===== src/rtl/instruction_fetch.sv =====
// rtl/instruction_fetch.sv - PC sequencer, imem request issue and instruction FIFO with redirect flush
module instruction_fetch #(
    parameter logic [31:0] RESET_PC = 32'h0000_0000,
    parameter int          DEPTH    = 2
) (
    input  logic        clk,
    input  logic        rst_n,
    output logic        imem_req,
    output logic [31:0] imem_addr,
    input  logic [31:0] imem_rdata,
    input  logic        redirect_valid,
    input  logic        redirect_type,
    input  logic [31:0] redirect_base,
    input  logic [15:0] redirect_offset,
    input  logic [25:0] redirect_imme,
    output logic [31:0] instr_out,
    output logic [31:0] instr_pc,
    output logic        instr_valid,
    input  logic        instr_ready
);
    localparam int AW = $clog2(DEPTH);
    localparam int CW = AW + 1;

    logic [31:0]   fetch_pc;
    logic [31:0]   req_pc;
    logic          inflight;
    logic [CW-1:0] count;
    logic [AW-1:0] rd_ptr;
    logic [AW-1:0] wr_ptr;
    logic [31:0]   pc_mem   [DEPTH];
    logic [31:0]   word_mem [DEPTH];

    logic          pop;
    logic [CW:0]   occupancy;
    logic [31:0]   branch_target;
    logic [31:0]   jump_target;
    logic [31:0]   target;

    assign instr_valid = (count != '0);
    assign instr_out   = word_mem[rd_ptr];
    assign instr_pc    = pc_mem[rd_ptr];
    assign imem_addr   = fetch_pc;
    assign pop         = instr_valid & instr_ready;

    // Counting the pop lets a full-rate stream keep one request in flight at DEPTH=2
    assign occupancy = {1'b0, count} + (CW+1)'(inflight) - (CW+1)'(pop);
    assign imem_req  = rst_n & ~redirect_valid & (occupancy < (CW+1)'(DEPTH));

    assign branch_target = redirect_base + {{14{redirect_offset[15]}}, redirect_offset, 2'b00};
    assign jump_target   = {redirect_base[31:28], redirect_imme, 2'b00};
    assign target        = redirect_type ? jump_target : branch_target;

    always_ff @(posedge clk or negedge rst_n) begin
        if (!rst_n) begin
            fetch_pc <= RESET_PC;
            req_pc   <= '0;
            inflight <= 1'b0;
            count    <= '0;
            rd_ptr   <= '0;
            wr_ptr   <= '0;
            for (int i = 0; i < DEPTH; i++) begin
                pc_mem[i]   <= '0;
                word_mem[i] <= '0;
            end
        end else if (redirect_valid) begin
            // Flush: queued words and the in-flight response are all stale
            fetch_pc <= target;
            inflight <= 1'b0;
            count    <= '0;
            rd_ptr   <= '0;
            wr_ptr   <= '0;
        end else begin
            if (imem_req) begin
                fetch_pc <= fetch_pc + 32'd4;
                req_pc   <= fetch_pc;
                inflight <= 1'b1;
            end else begin
                inflight <= 1'b0;
            end
            if (inflight) begin
                pc_mem[wr_ptr]   <= req_pc;
                word_mem[wr_ptr] <= imem_rdata;
                wr_ptr           <= wr_ptr + AW'(1);
            end
            if (pop) begin
                rd_ptr <= rd_ptr + AW'(1);
            end
            count <= count + CW'(inflight) - CW'(pop);
        end
    end
endmodule

===== config.mk =====
export PLATFORM = sky130hd
export DESIGN_NAME = instruction_fetch
export DESIGN_NICKNAME = d
export VERILOG_FILES = /design/src/rtl/instruction_fetch.sv
export SDC_FILE = /design/constraint.sdc
export NUM_CORES = 1
export LEC_CHECK = 0
export ABC_CLOCK_PERIOD_IN_PS = 4050
export CAP_MARGIN = 20
export CORE_MARGIN = 4
export CORE_UTILIZATION = 53
export DETAILED_ROUTE_END_ITERATION = 10
export PLACE_DENSITY = 0.94
export SYNTH_ARGS = -nofsm -noshare
export SYNTH_HDL_FRONTEND = slang
export SYNTH_SLANG_ARGS = --single-unit

===== constraint.sdc =====
create_clock -name clk -period 4.05 [get_ports clk]
set_clock_uncertainty 0.15 [all_clocks]
set_input_delay 0.81 -clock clk [delete_from_list [all_inputs] [get_ports clk]]
set_output_delay 0.81 -clock clk [all_outputs]
set_load 0.05 [all_outputs]

==> impl_metrics.csv <==
group,metric,value,unit
global_routing,antenna_violations_before_repair,0,
final_layout,area.sequential,0.00493,mm^2
cts,clkSlewWorstSetupHoldPaths,0.07,ns
cts,tritoncts,"yes",
synthesis,post_synth.cell_area_avg,11.7,um^2
min_path,worstHoldPathCells,1,
timing,slew_viol_final,0,
worst_setup_path,worst_r2r_startpoint,"count[1]$_DFF_PN0_",
detailed_routing,route.final.wire_length,26300,um
synthesis,synth-seq-area-share,46.6,%
cts,cts_hold_buffers,0,
detailed_routing,post-route-drc-count,0,
timing,max_slew_margin,42.5,%
global_routing,grt_pass1_wl,42100,um
detailed_routing,drt_first_iter_violations,653,
worst_setup_path,crit_slowest_cell,"sky130_fd_sc_hd__fa_1",
cts,clock_tree.root_cell,"sky130_fd_sc_hd__clkbuf_16",
power_and_ir_drop,ir_drop,0.372,mV
global_routing,track_usage,23.7,%
worst_setup_path,crit_family,"adder cells",
worst_setup_path,rrSetupSlack,0.21,ns
final_layout,antennaDiodeCount,0,
worst_setup_path,worstSetupStartpoint,"instr_ready",
synthesis,synth_edf_count,0,
worst_setup_path,crit_type,"in -> out",
worst_setup_path,worst-endpoint-arrival,3.01,ns
detailed_routing,post_drt_via_cell_ratio,5.75,
cts,clock-sinks,197,
cts,cts_buffer_depth,2,
cts,ctsHtreeMaxLevel,4,
worst_setup_path,cp.buffers_inverters,5,
final_layout,finish.net_count,1265,
detailed_routing,total_via_count_after_detailed_routing,8042,
floorplan,die_width,149,um
synthesis,synth_top_area_share,46.6,%
place,place.gp.congestion,0.921,
min_path,path_category_of_the_worst_min_delay_check,"reg -> reg",
synthesis,synthArstFlopShare,100,%
floorplan,die_y,149,um
worst_setup_path,required,3.09,ns
floorplan,io_pins,209,
timing,hold_viol,0,
global_routing,grt_max_degree,72,
worst_setup_path,rr_endpoint,"imem_addr[21]$_DFFE_PN0P_",
timing,fin_hold_ws,0.353,ns
timing,layout_worst_path_cycle_share,98.0,%
worst_setup_path,critPathLaunchType,"input port",
final_layout,multiInputGateArea,0.00543,mm^2
detailed_routing,drt_first_pass_iters,5,
place,hpwl,19100,um
synthesis,synth_cells,907,
global_routing,globalRoute.totalOverflow,0,
worst_setup_path,critPathCaptureType,"primary output",
cts,numCtsBuffers,17,
worst_setup_path,rr_worst_depth,18,
outcome,outcome,"finished clean",
synthesis,yosys-top-cells-area,"sky130_fd_sc_hd__dfrtp_1 47%, sky130_fd_sc_hd__mux2_2 24%, sky130_fd_sc_hd__ha_1 3.8%",
worst_setup_path,crit_path_max_fanout,5,
worst_setup_path,path_depth,11,
cts,insertion_delay,0.43,ns
floorplan,core_region_area,0.0195,mm^2
timing,maximum_frequency_from_static_timing_analysis,252,MHz
detailed_routing,detail_route.wl_per_cell,18.8,um
worst_setup_path,worstSetupEndpoint,"imem_req",
flow_run,drv.max_cap_violation_count,0,
detailed_routing,detail-route-antenna-nets,0,
final_layout,layout_common_cells,"226 x sky130_fd_sc_hd__mux2_2, 205 x sky130_fd_sc_hd__clkdlybuf4s50_1, 196 x sky130_fd_sc_hd__dfrtp_1",
synthesis,syn-cell-area,0.0106,mm^2
floorplan,rows,51,
worst_setup_path,crit_top_cell,"sky130_fd_sc_hd__inv_2",
synthesis,ys.warnings.count,0,
global_routing,vias_in_the_first_global_route,8062,
power_and_ir_drop,power.total,0.0101,W
final_layout,num-fill-cells,1342,
worst_setup_path,worstPathCellList,"clkdlybuf4s50_1, and2_4, ha_4, inv_2, ha_2, inv_2, fa_1, nand2_2, nor3_4, buf_6, buf_12",
synthesis,count_of_distinct_cell_types_in_the_synthesized_netlist,56,
timing,setup_viol,0,
floorplan,fp.dieArea,0.0223,mm^2
synthesis,ys_seq_elements,197,
power_and_ir_drop,powerDensity,740,mW/mm^2
floorplan,initial_core_util,54.1,%
synthesis,main_synth_ff_type,"sky130_fd_sc_hd__dfrtp_1",
timing,max_slew.worst_pin.slew,0.863,ns
final_layout,area.growth.synth_to_final,29.5,%
final_layout,final_layout_size_suffix_gt1_share,28.2,%
final_layout,mostFrequentLayoutCell,"sky130_fd_sc_hd__mux2_2",
power_and_ir_drop,power.leakage,5.88,nW
timing,final_period_minus_worst_setup_slack,3.97,ns
synthesis,synth_largest_area_cell,"sky130_fd_sc_hd__dfrtp_1",
place,portBuffers,208,
worst_setup_path,crit_path_max_incr_delay,0.55,ns
synthesis,syn_nets,1052,
[cells by family (layout without fill, tap and decap cells)]
family          count (synthesis)  in the layout  share of synthesized area (%)
compound gates                154            154                           9.13
xor+xnor                       52             52                           4.31
fa+ha+maj                      34             34                           4.17
buf+inv                        63            289                           2.31
flops                         197            197                           46.6
mux                           235            235                           24.9
simple gates                  172            172                           8.51
[synthesized netlist by cell type, types with 2 or more instances]
master,n
sky130_fd_sc_hd__nor2_1,32
sky130_fd_sc_hd__nand3b_1,8
sky130_fd_sc_hd__a31oi_1,7
sky130_fd_sc_hd__a311oi_1,2
sky130_fd_sc_hd__xor2_1,20
sky130_fd_sc_hd__mux2_2,226
sky130_fd_sc_hd__a211oi_1,8
sky130_fd_sc_hd__inv_1,14
sky130_fd_sc_hd__and3_1,12
sky130_fd_sc_hd__nand2_1,43
sky130_fd_sc_hd__nand3_1,23
sky130_fd_sc_hd__o21bai_1,9
sky130_fd_sc_hd__fa_1,2
sky130_fd_sc_hd__o22ai_1,8
sky130_fd_sc_hd__nor2b_1,4
sky130_fd_sc_hd__ha_1,32
sky130_fd_sc_hd__buf_2,6
sky130_fd_sc_hd__nand4_1,16
sky130_fd_sc_hd__clkbuf_1,39
sky130_fd_sc_hd__and2_1,5
sky130_fd_sc_hd__mux2i_1,9
sky130_fd_sc_hd__dfrtp_1,197
sky130_fd_sc_hd__a21o_1,14
sky130_fd_sc_hd__o211ai_1,5
sky130_fd_sc_hd__and4_1,2
sky130_fd_sc_hd__o21ai_0,38
sky130_fd_sc_hd__nor4bb_1,2
sky130_fd_sc_hd__or2_2,6
sky130_fd_sc_hd__nor3_1,6
sky130_fd_sc_hd__nand2b_1,5
sky130_fd_sc_hd__xnor2_1,32
sky130_fd_sc_hd__o21a_1,2
sky130_fd_sc_hd__a21oi_1,45
sky130_fd_sc_hd__o31ai_1,3
sky130_fd_sc_hd__buf_1,4
[power by group]
part	switching [W]	internal [W]	leakage, nW	total [W]
sequential	0.000549	0.00276	2.43	0.00331
combinational	0.00294	0.00222	3.16	0.00516
clock	0.000783	0.000878	0.289	0.00166
total	0.00427	0.00586	5.88	0.0101
[repair_timing]
| action | in CTS | in global routing |
|---|---|---|
| endpoints found under the setup margin | 1 | 2 |
| gates resized for setup | 0 | 7 |
| buffers inserted | 1 | 5 |
| endpoints found under the hold margin | 0 | 0 |
| pin swaps | 1 | 3 |
[worst min-delay path by stage]
stage | start | to | slack, ns
5_1_grt | word_mem[55]$_DFFE_PN0P_ | word_mem[55]$_DFFE_PN0P_ | 0.37
3_3_place_gp | word_mem[10]$_DFFE_PN0P_ | word_mem[10]$_DFFE_PN0P_ | 0.33
2_1_floorplan | pc_mem[29]$_DFFE_PN0P_ | pc_mem[29]$_DFFE_PN0P_ | 0.32
4_1_cts | pc_mem[31]$_DFFE_PN0P_ | pc_mem[31]$_DFFE_PN0P_ | 0.36
3_5_place_dp | pc_mem[31]$_DFFE_PN0P_ | pc_mem[31]$_DFFE_PN0P_ | 0.34
6_report | word_mem[17]$_DFFE_PN0P_ | word_mem[17]$_DFFE_PN0P_ | 0.35
[cell type report]
type                    count  share of cell area (%)
well taps                 265                    2.42
multi-input cells         647                    39.6
clock inverters            15                    1.21
repair buffers            243                    17.2
inverters                  14                   0.384
flip-flops and latches    197                    36.0
clock buffers              17                    3.11
[metal layers]
metal	GRT usage, %	share of wire [%]	wire, um	up-vias
met1	31.9	43	11300	3930
met3	4.68	6.7	1760	47
met5	0	0	0	-
met4	7.60	2.1	548	0
li1	-	-	-	3735
met2	39.0	48	12700	330
[per-stage QoR]
stage / TNS (ns) / setup WS (ns) / std cells / area (um^2) / utilization, %
3_3_place_gp: 0 / 0.0591 / 1360 / 13000 / 66.7
3_5_place_dp: -0.129 / -0.0394 / 1360 / 13000 / 66.7
4_1_cts: 0 / 0.0364 / 1393 / 13600 / 69.8
5_1_grt: -0.0231 / -0.0160 / 1398 / 13700 / 70.1
6_report: 0 / 0.0792 / 1398 / 13700 / 70.1
2_1_floorplan: 0 / 0.0475 / 907 / 10600 / -
[sequential cells by signal, summed over array words and instances (netlist names)]
signal     flops
count          2
inflight       1
word_mem      64
pc_mem        64
imem_addr     32
wr_ptr         1
req_pc        32
rd_ptr         1
Power figures use the tool's default switching activity.
